**config.mk**
```make
export PLATFORM = sky130hd
export DESIGN_NAME = ir_nec_transmitter
export DESIGN_NICKNAME = d
export VERILOG_FILES = /design/src/rtl/ir_nec_transmitter.sv
export SDC_FILE = /design/constraint.sdc
export NUM_CORES = 1
export LEC_CHECK = 0
export ABC_AREA = 1
export BUFFER_PORTS_ARGS = -buffer_cell sky130_fd_sc_hd__clkbuf_2
export CORE_MARGIN = 4
export CORE_UTILIZATION = 39
export CTS_BUF_LIST = sky130_fd_sc_hd__clkbuf_2
export DETAILED_ROUTE_END_ITERATION = 6
export GPL_TIMING_DRIVEN = 0
export PLACE_DENSITY_LB_ADDON = 0.3
export RECOVER_POWER = 50
export SLEW_MARGIN = 20
export SYNTH_ARGS = -nofsm -noshare
export SYNTH_HDL_FRONTEND = slang
export SYNTH_SLANG_ARGS = --single-unit
```
**constraint.sdc**
```tcl
create_clock -name i_CLOCK_POS -period 3.36 [get_ports i_CLOCK_POS]
set_input_delay 0.672 -clock i_CLOCK_POS [delete_from_list [all_inputs] [get_ports i_CLOCK_POS]]
set_output_delay 0.672 -clock i_CLOCK_POS [all_outputs]
set_load 0.1 [all_outputs]
```
**src/rtl/ir_nec_transmitter.sv**
```systemverilog
// ---------------------------------------------------------------------------
// ir_nec_transmitter
//
// NEC-protocol infrared transmitter. A 32-bit word is latched on a start
// request and sent as a full NEC frame: 16-unit leader mark, 8-unit leader
// space, 32 data bits LSB first (1-unit mark plus a 1-unit space for a 0 or a
// 3-unit space for a 1), then a 1-unit stop mark. The envelope output is high
// during every mark. The IR output is the envelope gated by a carrier with a
// duty cycle of about 1/3.
//
// Optional build macro: IR_TX_REPEAT_EN
//   Adds i_REPEAT. If i_REPEAT is high when a stop burst ends, NEC repeat
//   codes (16-unit mark, 4-unit space, 1-unit mark) are sent. Each repeat
//   starts 196 units after the previous mark sequence started.
//
// Ports:
//   i_CLOCK_POS    system clock, rising edge
//   i_RESET_POS    asynchronous active-high reset
//   i_START        one-cycle send request, only sampled when idle
//   i_DATA[31:0]   frame payload, bit 0 is sent first
//   i_REPEAT       (IR_TX_REPEAT_EN only) keep sending repeat codes
//   o_BUSY         frame in progress
//   o_DONE         one-cycle pulse after the frame ends
//   o_IR_ENVELOPE  registered mark envelope
//   o_IR_TX        registered carrier-modulated LED drive
// ---------------------------------------------------------------------------
module ir_nec_transmitter #(
    parameter int UNIT_CYCLES    = 28125,
    parameter int CARRIER_PERIOD = 1316,
    parameter int CARRIER_HIGH   = 439
) (
    input  logic        i_CLOCK_POS,
    input  logic        i_RESET_POS,
    input  logic        i_START,
    input  logic [31:0] i_DATA,
`ifdef IR_TX_REPEAT_EN
    input  logic        i_REPEAT,
`endif
    output logic        o_BUSY,
    output logic        o_DONE,
    output logic        o_IR_ENVELOPE,
    output logic        o_IR_TX
);

    localparam int UW = (UNIT_CYCLES > 1) ? $clog2(UNIT_CYCLES) : 1;
    localparam int PW = (CARRIER_PERIOD > 1) ? $clog2(CARRIER_PERIOD) : 1;

    localparam logic [UW-1:0] UNIT_LAST    = UW'(UNIT_CYCLES - 1);
    localparam logic [PW-1:0] PHASE_LAST   = PW'(CARRIER_PERIOD - 1);
    localparam logic [PW-1:0] PHASE_HIGH   = PW'(CARRIER_HIGH);

    localparam logic [3:0] S_IDLE       = 4'd0;
    localparam logic [3:0] S_LEAD_MARK  = 4'd1;
    localparam logic [3:0] S_LEAD_SPACE = 4'd2;
    localparam logic [3:0] S_BIT_MARK   = 4'd3;
    localparam logic [3:0] S_BIT_SPACE  = 4'd4;
    localparam logic [3:0] S_STOP_MARK  = 4'd5;
    localparam logic [3:0] S_DONE       = 4'd6;
`ifdef IR_TX_REPEAT_EN
    localparam logic [3:0] S_REPEAT_GAP = 4'd7;
    localparam logic [3:0] S_REP_MARK   = 4'd8;
    localparam logic [3:0] S_REP_SPACE  = 4'd9;
    localparam logic [3:0] S_REP_STOP   = 4'd10;
    // Repeat codes start every 196 units, counted from the previous mark start.
    localparam logic [7:0] REPEAT_LAST_UNIT = 8'd195;
`endif

    logic [3:0]    state_q,    state_d;
    logic [31:0]   shift_q,    shift_d;
    logic [4:0]    bit_idx_q,  bit_idx_d;
    logic [UW-1:0] unit_cnt_q, unit_cnt_d;
    logic [4:0]    dur_cnt_q,  dur_cnt_d;
    logic [PW-1:0] phase_q,    phase_d;
    logic          env_q,      env_d;
    logic          tx_q,       tx_d;
`ifdef IR_TX_REPEAT_EN
    logic [7:0]    frame_units_q, frame_units_d;
`endif

    logic       active;
    logic       unit_tick;
    logic [4:0] dur_last;
    logic       state_done;
    logic       mark_d;

    function automatic logic is_mark(input logic [3:0] s);
        logic m;
        m = (s == S_LEAD_MARK) || (s == S_BIT_MARK) || (s == S_STOP_MARK);
`ifdef IR_TX_REPEAT_EN
        m = m || (s == S_REP_MARK) || (s == S_REP_STOP);
`endif
        return m;
    endfunction

    always_comb begin
        active    = (state_q != S_IDLE) && (state_q != S_DONE);
        unit_tick = active && (unit_cnt_q == UNIT_LAST);

        // Last value of the unit-tick counter for the current state
        dur_last = 5'd0;
        case (state_q)
            S_LEAD_MARK:  dur_last = 5'd15;
            S_LEAD_SPACE: dur_last = 5'd7;
            S_BIT_SPACE:  dur_last = shift_q[0] ? 5'd2 : 5'd0;
`ifdef IR_TX_REPEAT_EN
            S_REP_MARK:   dur_last = 5'd15;
            S_REP_SPACE:  dur_last = 5'd3;
`endif
            default:      dur_last = 5'd0;
        endcase
        state_done = unit_tick && (dur_cnt_q == dur_last);

        state_d   = state_q;
        shift_d   = shift_q;
        bit_idx_d = bit_idx_q;

        case (state_q)
            S_IDLE: begin
                if (i_START) begin
                    shift_d   = i_DATA;
                    bit_idx_d = 5'd0;
                    state_d   = S_LEAD_MARK;
                end
            end
            S_LEAD_MARK:  if (state_done) state_d = S_LEAD_SPACE;
            S_LEAD_SPACE: if (state_done) state_d = S_BIT_MARK;
            S_BIT_MARK:   if (state_done) state_d = S_BIT_SPACE;
            S_BIT_SPACE: begin
                if (state_done) begin
                    shift_d   = shift_q >> 1;
                    bit_idx_d = bit_idx_q + 5'd1;
                    state_d   = (bit_idx_q == 5'd31) ? S_STOP_MARK : S_BIT_MARK;
                end
            end
            S_STOP_MARK: begin
                if (state_done) begin
`ifdef IR_TX_REPEAT_EN
                    state_d = i_REPEAT ? S_REPEAT_GAP : S_DONE;
`else
                    state_d = S_DONE;
`endif
                end
            end
`ifdef IR_TX_REPEAT_EN
            S_REPEAT_GAP: begin
                if (unit_tick && (frame_units_q == REPEAT_LAST_UNIT))
                    state_d = S_REP_MARK;
            end
            S_REP_MARK:  if (state_done) state_d = S_REP_SPACE;
            S_REP_SPACE: if (state_done) state_d = S_REP_STOP;
            S_REP_STOP: begin
                if (state_done) state_d = i_REPEAT ? S_REPEAT_GAP : S_DONE;
            end
`endif
            S_DONE:  state_d = S_IDLE;
            default: state_d = S_IDLE;
        endcase

        // Every state change lands on a unit boundary, so the unit counter
        // only needs to wrap on its own tick.
        unit_cnt_d = (!active || unit_tick) ? '0 : unit_cnt_q + UW'(1);

        if (state_d != state_q)
            dur_cnt_d = 5'd0;
        else if (unit_tick)
            dur_cnt_d = dur_cnt_q + 5'd1;
        else
            dur_cnt_d = dur_cnt_q;

`ifdef IR_TX_REPEAT_EN
        if ((state_d != state_q) && ((state_d == S_LEAD_MARK) || (state_d == S_REP_MARK)))
            frame_units_d = 8'd0;
        else if (unit_tick)
            frame_units_d = frame_units_q + 8'd1;
        else
            frame_units_d = frame_units_q;
`endif

        // Carrier phase restarts on entry to each mark so that every burst
        // opens with a full high phase; it stays at 0 outside marks.
        mark_d = is_mark(state_d);
        if (!mark_d || (state_d != state_q))
            phase_d = '0;
        else if (phase_q == PHASE_LAST)
            phase_d = '0;
        else
            phase_d = phase_q + PW'(1);

        env_d = mark_d;
        tx_d  = mark_d && (phase_d < PHASE_HIGH);
    end

    always_ff @(posedge i_CLOCK_POS or posedge i_RESET_POS) begin
        if (i_RESET_POS) begin
            state_q    <= S_IDLE;
            shift_q    <= '0;
            bit_idx_q  <= '0;
            unit_cnt_q <= '0;
            dur_cnt_q  <= '0;
            phase_q    <= '0;
            env_q      <= 1'b0;
            tx_q       <= 1'b0;
        end else begin
            state_q    <= state_d;
            shift_q    <= shift_d;
            bit_idx_q  <= bit_idx_d;
            unit_cnt_q <= unit_cnt_d;
            dur_cnt_q  <= dur_cnt_d;
            phase_q    <= phase_d;
            env_q      <= env_d;
            tx_q       <= tx_d;
        end
    end

`ifdef IR_TX_REPEAT_EN
    always_ff @(posedge i_CLOCK_POS or posedge i_RESET_POS) begin
        if (i_RESET_POS) frame_units_q <= '0;
        else             frame_units_q <= frame_units_d;
    end
`endif

    assign o_BUSY        = (state_q != S_IDLE) && (state_q != S_DONE);
    assign o_DONE        = (state_q == S_DONE);
    assign o_IR_ENVELOPE = env_q;
    assign o_IR_TX       = tx_q;

endmodule

```
==> results of run 1 <==
## cells by family after synthesis
family | synth area share (%)
flip-flops | 46.3
XOR/XNOR | 2.63
adder cells (fa/ha/maj) | 1.88
other | 0.0938
AND/OR/NAND/NOR | 27.1
AO/OA/AOI/OAI | 12.5
buffers and inverters | 9.51
## per-layer routing
layer,global-route usage (%),up-vias
li1,-,1735
met1,20.9,1569
met2,23.5,63
met3,2.55,14
met4,6.32,0
met5,0,-
## worst max-delay path by stage
stage                            startpoint              endpoint  slack (ns)  depth (start not counted)
CTS                    state_q[2]$_DFF_PP0_                o_BUSY        0.62                          5
detailed placement  unit_cnt_q[0]$_DFF_PP0_     o_IR_TX$_DFF_PP0_        1.22                         18
floorplan              state_q[1]$_DFF_PP0_                o_DONE        0.80                          4
global placement                i_RESET_POS  phase_q[8]$_DFF_PP0_       -0.17                          2
finish                 state_q[2]$_DFF_PP0_                o_BUSY        0.68                          5
global route           state_q[0]$_DFF_PP0_                o_BUSY        0.50                          5
## where the power goes
group	switching [µW]	leakage, µW	internal [µW]
Sequential	35.7	0.000954	968
Clock	334	0.0000681	176
Combinational	142	0.00111	77.8
Total	512	0.00214	1220
## stage by stage
step | hold slack, ns | cells
floorplan | 0.453 | 509
global placement | 0.474 | 680
detailed placement | 0.483 | 681
CTS | 0.0138 | 697
global route | 0.234 | 697
finish | 0.209 | 697
## cells in the final DEF (no fill, tap or decap), types with 3 or more instances in the layout
cell / instances
nand2_1: 115
dfrtp_1: 74
inv_1: 73
nor2_1: 61
clkbuf_2: 48
o21ai_0: 24
nand3_1: 24
o211ai_1: 18
nor3_1: 13
a31oi_1: 12
nand4_1: 11
a21oi_1: 9
xor2_1: 8
nand2_2: 6
clkbuf_1: 6
o21ai_1: 6
ha_1: 6
buf_2: 5
nor3b_1: 5
xnor2_1: 4
nor2_2: 3
## worst max-delay path, delay by kind of cell (launching register included)
kind | cells | cell delay (ns)
buffers and inverters | 2 | 0.54
DFF | 1 | 0.44
and+or+nand+nor | 2 | 0.42
AOI/OAI and AO/OA | 1 | 0.12
## flip-flops by register name, indices dropped and copies added, names as in the netlist
signal	count
state_q	4
o_IR_TX	1
o_IR_ENVELOPE	1
unit_cnt_q	15
phase_q	11
shift_q	32
dur_cnt_q	5
bit_idx_q	5
## cell type report
cell class / instances / share of cell area (%)
Timing Repair Buffer: 39 / 4.33
Buffer: 16 / 1.99
Sequential cell: 74 / 41.4
Multi-Input combinational cell: 342 / 39.4
Clock buffer: 10 / 1.12
Inverter: 77 / 6.54
Tap cell: 133 / 3.72
Clock inverter: 6 / 1.51
==> metrics, run 1 <==
area of the multi-input gates 1760 µm²; starting density of the core 40.5%; worst-case clock buffer depth 2; DRT Pass-1 Iters 5; #FFs+latches synth 74; ys async rst share 100%; Leakage 0.00214 µW; Post-DP HPWL 5970 µm; Post-DRT Antenna Nets 0; Placeable Area 9860 µm²; Rows 36; grt ovf 0; CP required 2.69 ns; Layout area overhead 11.9%; crit-path max cell delay 0.44 ns; post-CTS setup buffers 0; vias 3381; Post-Synthesis Cell Area 4000 µm²; CTS tree done; # IOs 39; Post-synth EDFFs 0; Rel. slew slack 8.27%; initial antenna violation count 0; die area 11900 µm²; layout cells sized above 1 15.2%; Inserted Diodes 0; worst hold path type input port to async pin; GPL Wtd Cong 0.807; worst skew pair latency 0.51 ns; root buffer selected by CTS clkbuf_2; Residual DRC 0; critical path arrival 2.01 ns; total CTS buffers 9; H-tree levels 3; Post-Route Skew 0.0204 ns; Seq. cell area 1850 µm²; pwr dens 387 nW/µm²; WL met2 3730 µm; register area share after synthesis 46.3%; Worst Setup Slack, final 0.678 ns; worst path cell trace nor2_2 > nand2_1 > o21ai_2 > inv_1 > clkbuf_2; Post-CTS Resized 0; Worst-path clk slew 0.22 ns; worst flop-to-flop path startpoint unit_cnt_q[0]$_DFF_PP0_; CP endpoint kind output pin; vias per std cell 4.85; Worst Tran Pin Value 1.38 ns; CP startpoint kind flop; most numerous cell in the Yosys netlist nand2_1; met1 wire length 4060 µm; unrepaired setup endpoints after global routing no; final slew viol count 0; most frequent cells after synthesis 114 x nand2_1, 74 x dfrtp_1, 74 x inv_1, 61 x nor2_1; Final Power 1730 µW; first-pass GRT wire length 14500 µm; Fillers 977; Setup WS pre-CTS 1.22 ns; WL final 8190 µm; Max FO, Critical Path 6; I/O Buffers 38; max capacitance violation total 0; Synth cell types 38; dominant cell type by area after synthesis dfrtp_1; R2R cell count 16; drt initial violations 162; syn avg cell area 7.85 µm²; vias in the first global route 3233; VDD IR-drop max 0.204 mV; syn nets 550; Post-DP Area 4380 µm²; # setup viols final 0; top post-synthesis cells by area dfrtp_1 46%, nand2_1 11%, inv_1 6.9%; largest net degree at the start of global routing 57; post-route design area 4470 µm²; Die Wd 109 µm; reg-to-reg endpoint dur_cnt_q[2]$_DFFE_PP0P_; Hold Vio Cnt, Final 0; synth warn 0; clock sink total 74; Slowest cell on crit path dfrtp_1; hold buffers post-CTS 0; final core occ 45.4%; FMAX 0.373 GHz; Die Ht 109 µm; minimum clock period 2.68 ns; met3 routed wirelength 241 µm; Crit Path Class flop to output pin; max layer used met4; Post-Synthesis Cells 509; Primary FF master, synth dfrtp_1; outcome completed; # nets final 600; final worst path period share 79.8%; final setup TNS 0 ns; Tot GR Track Use 15.1%; post-synth top area share 46.3%; r2r setup slk 1.19 ns; wire per inst 11.7 µm
No activity file was read; power rests on OpenSTA's default activity.
==> run 2, diff against run 1 <==
- clock period: 3.36 -> 2.68 ns (I/O delays scaled with it)
==> run 2 against run 1 <==
Power up 26%. Highest routed layer unchanged. Final cell count rose by 0.14%. Global-route usage about the same. Hold slack gained 0.019 ns. Critical path type unchanged. Combinational power up 28%. Worst setup slack got worse by 0.46 ns. Routed wire length about the same.
==> metrics, run 2 (synthesis results as in run 1) <==
Post-DRT Antenna Nets 0 (unchanged); Slowest cell on crit path dfrtp_1; Rel. slew slack 37.5% (+29 points); Fillers 974 (-0.31%); WL met2 3730 µm (-0.13%); minimum clock period 2.46 ns; met1 wire length 4040 µm (-0.57%); final setup TNS 0 ns (unchanged); CP endpoint kind output pin; # setup viols final 0 (unchanged); post-CTS setup buffers 0 (unchanged); GPL Wtd Cong 0.807 (unchanged); Inserted Diodes 0 (unchanged); I/O Buffers 38 (unchanged); outcome completed; vias in the first global route 3233 (unchanged); DRT Pass-1 Iters 5 (unchanged); Hold Vio Cnt, Final 0 (unchanged); most frequent cells in the layout 115 x nand2_1, 74 x dfrtp_1, 73 x inv_1, 61 x nor2_1, 47 x clkbuf_2; WL final 8180 µm (about the same); root buffer selected by CTS clkbuf_2; Worst Tran Pin Value 0.933 ns (-0.443 ns); pwr dens 483 nW/µm² (+25%); Worst-path clk slew 0.22 ns (about the same); worst hold path type input port to flop; Top Registers shift_q: 32 flops, unit_cnt_q: 15 flops, phase_q: 11 flops; # IOs 39 (unchanged); Int Pwr 1540 µW (+26%); wire per inst 11.7 µm (-0.24%); starting density of the core 40.5% (unchanged); worst path cell trace nor2_2 > nand2_1 > o21ai_2 > inv_1 > buf_2; max capacitance violation total 0 (unchanged); grt ovf 0 (unchanged); critical path arrival 1.93 ns (-0.08 ns); Leakage 0.00215 µW (+0.71%); H-tree levels 3 (unchanged); sequential power share 57.8% (about the same); Rows 36 (unchanged); vias per std cell 4.85 (about the same); # nets final 601 (+0.17%); Placeable Area 9860 µm² (unchanged); CP required 2.14 ns (-0.55 ns); total CTS buffers 9 (unchanged); clock sink total 74 (unchanged); Cell Count Post-Placement 681 (unchanged); crit-path max cell delay 0.44 ns (about the same); sw frac 29.5% (-0.074 points); Die Ht 109 µm (unchanged); first-pass GRT wire length 14500 µm (about the same); final slew viol count 0 (unchanged); die area 11900 µm² (unchanged); Crit Path Class flop to output pin; Largest register FFs 32 (unchanged); leading cell type in the layout, fill and taps excluded nand2_1; P_sw 642 µW (+25%); met3 routed wirelength 261 µm (+8.3%); Max FO, Critical Path 6 (unchanged); Residual DRC 0 (unchanged); layout cells sized above 1 15.4% (+0.15 points); Post-Route Skew 0.0204 ns (+0.00000310 ns); unrepaired setup endpoints after global routing no; combinational share of power 12.9% (+0.2 points); vias 3387 (+0.18%); Layout area overhead 12.8%; Tot GR Track Use 15.1% (about the same); drt initial violations 165 (+1.9%); worst hold slack 0.229 ns (+0.0194 ns); final worst path period share 91.9%; CTS tree done; VDD IR-drop max 0.256 mV (+25%); largest net degree at the start of global routing 57 (unchanged); max layer used met4; CP startpoint kind flop; initial antenna violation count 0 (unchanged); Die Wd 109 µm (unchanged); Top reg by flops shift_q; Clock Power Share 29.3% (about the same); Post-Layout Cell Count 698 (+0.14%); worst-case clock buffer depth 2 (unchanged); Post-DP HPWL 5970 µm (unchanged); FMAX 0.406 GHz; worst skew pair latency 0.51 ns (about the same)
[run 2: per-layer routing]
layer | up-vias | global-route usage (%)
met2 | 69 | 23.5
li1 | 1739 | -
met1 | 1565 | 20.9
met3 | 14 | 2.55
met5 | - | 0
met4 | 0 | 6.32
[run 2: cell type report]
| cell class | count | area (µm²) | area share (%) |
|---|---|---|---|
| Timing Repair Buffer | 40 | 228 | 5.05 |
| Multi-Input combinational cell | 342 | 1760 | 39.1 |
| Clock inverter | 6 | 67.6 | 1.50 |
| Sequential cell | 74 | 1850 | 41.1 |
| Tap cell | 133 | 166 | 3.69 |
| Inverter | 77 | 293 | 6.49 |
| Buffer | 16 | 88.8 | 1.97 |
| Clock buffer | 10 | 50.0 | 1.11 |
[run 2: repair_timing]
action,CTS,global route
endpoints found under the hold margin,18,0
endpoints found under the setup margin,0,1
hold buffers,1,0
gates resized for setup,0,1
[run 2: path summary, 6_finish.rpt]
| path | slack, ns | startpoint | cells after the start | to |
|---|---|---|---|---|
| max in group asynchronous | 1.29 | i_RESET_POS | 4 | shift_q[13]$_DFFE_PP0P_ |
| hold / removal | 0.23 | i_DATA[1] | 3 | shift_q[1]$_DFFE_PP0P_ |
| setup / recovery | 0.22 | state_q[2]$_DFF_PP0_ | 5 | o_BUSY |
| min in group asynchronous | 0.67 | i_RESET_POS | 3 | phase_q[7]$_DFF_PP0_ |
| hold reg to reg | 0.51 | unit_cnt_q[0]$_DFF_PP0_ | 1 | unit_cnt_q[0]$_DFF_PP0_ |
| setup reg to reg | 0.51 | unit_cnt_q[0]$_DFF_PP0_ | 16 | dur_cnt_q[2]$_DFFE_PP0P_ |
[run 2: worst max-delay path, delay by kind of cell, from the launching register on]
family	cells	cell delay, ns
buffers and inverters	2	0.45
AO/OA/AOI/OAI	1	0.12
AND/OR/NAND/NOR	2	0.41
flip-flops	1	0.44
[run 2: per-stage QoR]
| step | power (µW) | setup WS [ns] | area [µm²] | utilization (%) |
|---|---|---|---|---|
| finish | 2180 | 0.218 | 4510 | 45.7 |
| global route | 2300 | 0.0371 | 4510 | 45.7 |
| CTS | 2210 | 0.0809 | 4510 | 45.7 |
| detailed placement | 1560 | 0.543 | 4380 | 44.4 |
| global placement | 1550 | -0.715 | 4350 | 44.1 |
| floorplan | 1470 | 0.258 | 4000 | - |
[run 2: power by group through the flow]
stage          registers, µW  logic [µW]  clock network (µW)
2_1_floorplan           1280         190                   0
3_3_place_gp            1280         273                   0
3_5_place_dp            1280         286                   0
4_1_cts                 1260         288                 660
5_1_grt                 1270         323                 711
6_report                1260         282                 638
==> run 3, diff against run 2 <==
- clock period: 2.68 -> 3.05 ns (I/O delays scaled with it)
==> run 3 against run 2 <==
Cell area is 0.50% lower. Flip-flop and latch count stayed put. Critical path depth unchanged. Global-route usage unchanged. Sequential share of layout area rose by 0.21 points. Combinational power down 14%.
==> metrics, run 3 (synthesis results as in run 1) <==
max capacitance violation total 0 (unchanged); Tot GR Track Use 15.1% (unchanged); Post-DRT Antenna Nets 0 (unchanged); critical path arrival 2.01 ns (+0.08 ns); FMAX 0.382 GHz; most frequent cells in the layout 115 x nand2_1, 74 x dfrtp_1, 73 x inv_1, 61 x nor2_1, 49 x clkbuf_2; CTS tree done; Rel. slew slack 8.21% (-29 points); Die Wd 109 µm (unchanged); Max FO, Critical Path 6 (unchanged); die area 11900 µm² (unchanged); Post-CTS Resized 0 (unchanged); Largest register FFs 32 (unchanged); leading cell type in the layout, fill and taps excluded nand2_1; # nets final 601 (unchanged); area of the multi-input gates 1760 µm² (unchanged); final slew viol count 0 (unchanged); final setup TNS 0 ns (unchanged); layout cells sized above 1 15.4% (unchanged); CP startpoint kind flop; GPL Wtd Cong 0.807 (unchanged); worst hold path type input port to flop; worst skew pair latency 0.51 ns (about the same); outcome completed; H-tree levels 3 (unchanged); final core occ 45.5% (-0.23 points); minimum clock period 2.62 ns; DRT Pass-1 Iters 5 (unchanged); total CTS buffers 9 (unchanged); Top reg by flops shift_q; Post-DP HPWL 5970 µm (unchanged); WHS Path Cells 3 (unchanged); Layout area overhead 12.2%; worst-case clock buffer depth 2 (unchanged); largest net degree at the start of global routing 57 (unchanged); Inserted Diodes 0 (unchanged); Seq. cell area 1850 µm² (unchanged); Worst Tran Pin Value 1.38 ns (+0.444 ns); Rows 36 (unchanged); pwr dens 426 nW/µm² (-12%); # IOs 39 (unchanged); Hold Vio Cnt, Final 0 (unchanged); initial antenna violation count 0 (unchanged); vias in the first global route 3233 (unchanged); Worst-path clk slew 0.22 ns (about the same); starting density of the core 40.5% (unchanged); vias 3387 (unchanged); Post-Route Skew 0.0204 ns (-0.0000385 ns); Crit Path Class flop to output pin; Top Registers shift_q: 32 flops, unit_cnt_q: 15 flops, phase_q: 11 flops; vias per std cell 4.85 (unchanged); drt initial violations 165 (unchanged); Leakage 0.00214 µW (-0.37%); CP required 2.44 ns (+0.30 ns); first-pass GRT wire length 14500 µm (unchanged); Placeable Area 9860 µm² (unchanged); VDD IR-drop max 0.225 mV (-12%); Residual DRC 0 (unchanged); grt ovf 0 (unchanged); CP endpoint kind output pin; final worst path period share 85.8%; Fillers 977 (+0.31%); root buffer selected by CTS clkbuf_2; Post-DP Area 4380 µm² (unchanged); worst hold slack 0.303 ns (+0.0740 ns); unrepaired setup endpoints after global routing no; I/O Buffers 38 (unchanged); Die Ht 109 µm (unchanged); R2R cell count 16 (unchanged); clock sink total 74 (unchanged); post-route design area 4490 µm² (-0.50%); wire per inst 11.7 µm (about the same); WL final 8180 µm (about the same); # setup viols final 0 (unchanged)
run 3: area by class of cell:
class	instances	area share [%]
Inverter	77	6.53
Sequential cell	74	41.3
Tap cell	133	3.71
Clock inverter	6	1.51
Multi-Input combinational cell	342	39.3
Timing Repair Buffer	40	4.57
Clock buffer	10	1.12
Buffer	16	1.98
run 3: critical path, stage by stage, from the launching register on:
cell and delay [ns]:
dfrtp_1 0.44, nor2_2 0.25, nand2_1 0.16, o21ai_2 0.12, inv_1 0.14, clkbuf_2 0.40
run 3: repair_timing:
item,4_1_cts,5_1_grt
buffers inserted,0,0
hold endpoints to repair,18,0
hold buffers,1,0
run 3: stage by stage:
step                      cells  total power (µW)  setup WS (ns)
after CTS                   698              1940          0.377
after detailed placement    681              1370          0.913
after global routing        698              2020          0.167
final                       698              1910          0.434
after global placement      680              1360         -0.419
after floorplan             509              1290          0.554
run 3: worst paths after layout:
kind / from / end / slack, ns
max reg2reg: unit_cnt_q[0]$_DFF_PP0_ / dur_cnt_q[2]$_DFFE_PP0P_ / 0.88
min in group asynchronous: i_RESET_POS / phase_q[7]$_DFF_PP0_ / 0.70
max: state_q[2]$_DFF_PP0_ / o_BUSY / 0.43
min: i_DATA[1] / shift_q[1]$_DFFE_PP0P_ / 0.30
max in group asynchronous: i_RESET_POS / shift_q[13]$_DFFE_PP0P_ / 0.59
min reg2reg: unit_cnt_q[0]$_DFF_PP0_ / unit_cnt_q[0]$_DFF_PP0_ / 0.51
run 3: power breakdown:
| part | switching, µW | leakage, µW | internal [µW] |
|---|---|---|---|
| combinational | 157 | 0.00112 | 86.7 |
| clock | 368 | 0.0000681 | 194 |
| sequential | 39.3 | 0.000954 | 1070 |
run 3: layer usage:
metal	GRT usage, %	routed length (µm)
met1	20.9	4050
met5	0	0
met4	6.32	155
met3	2.55	250
met2	23.5	3720
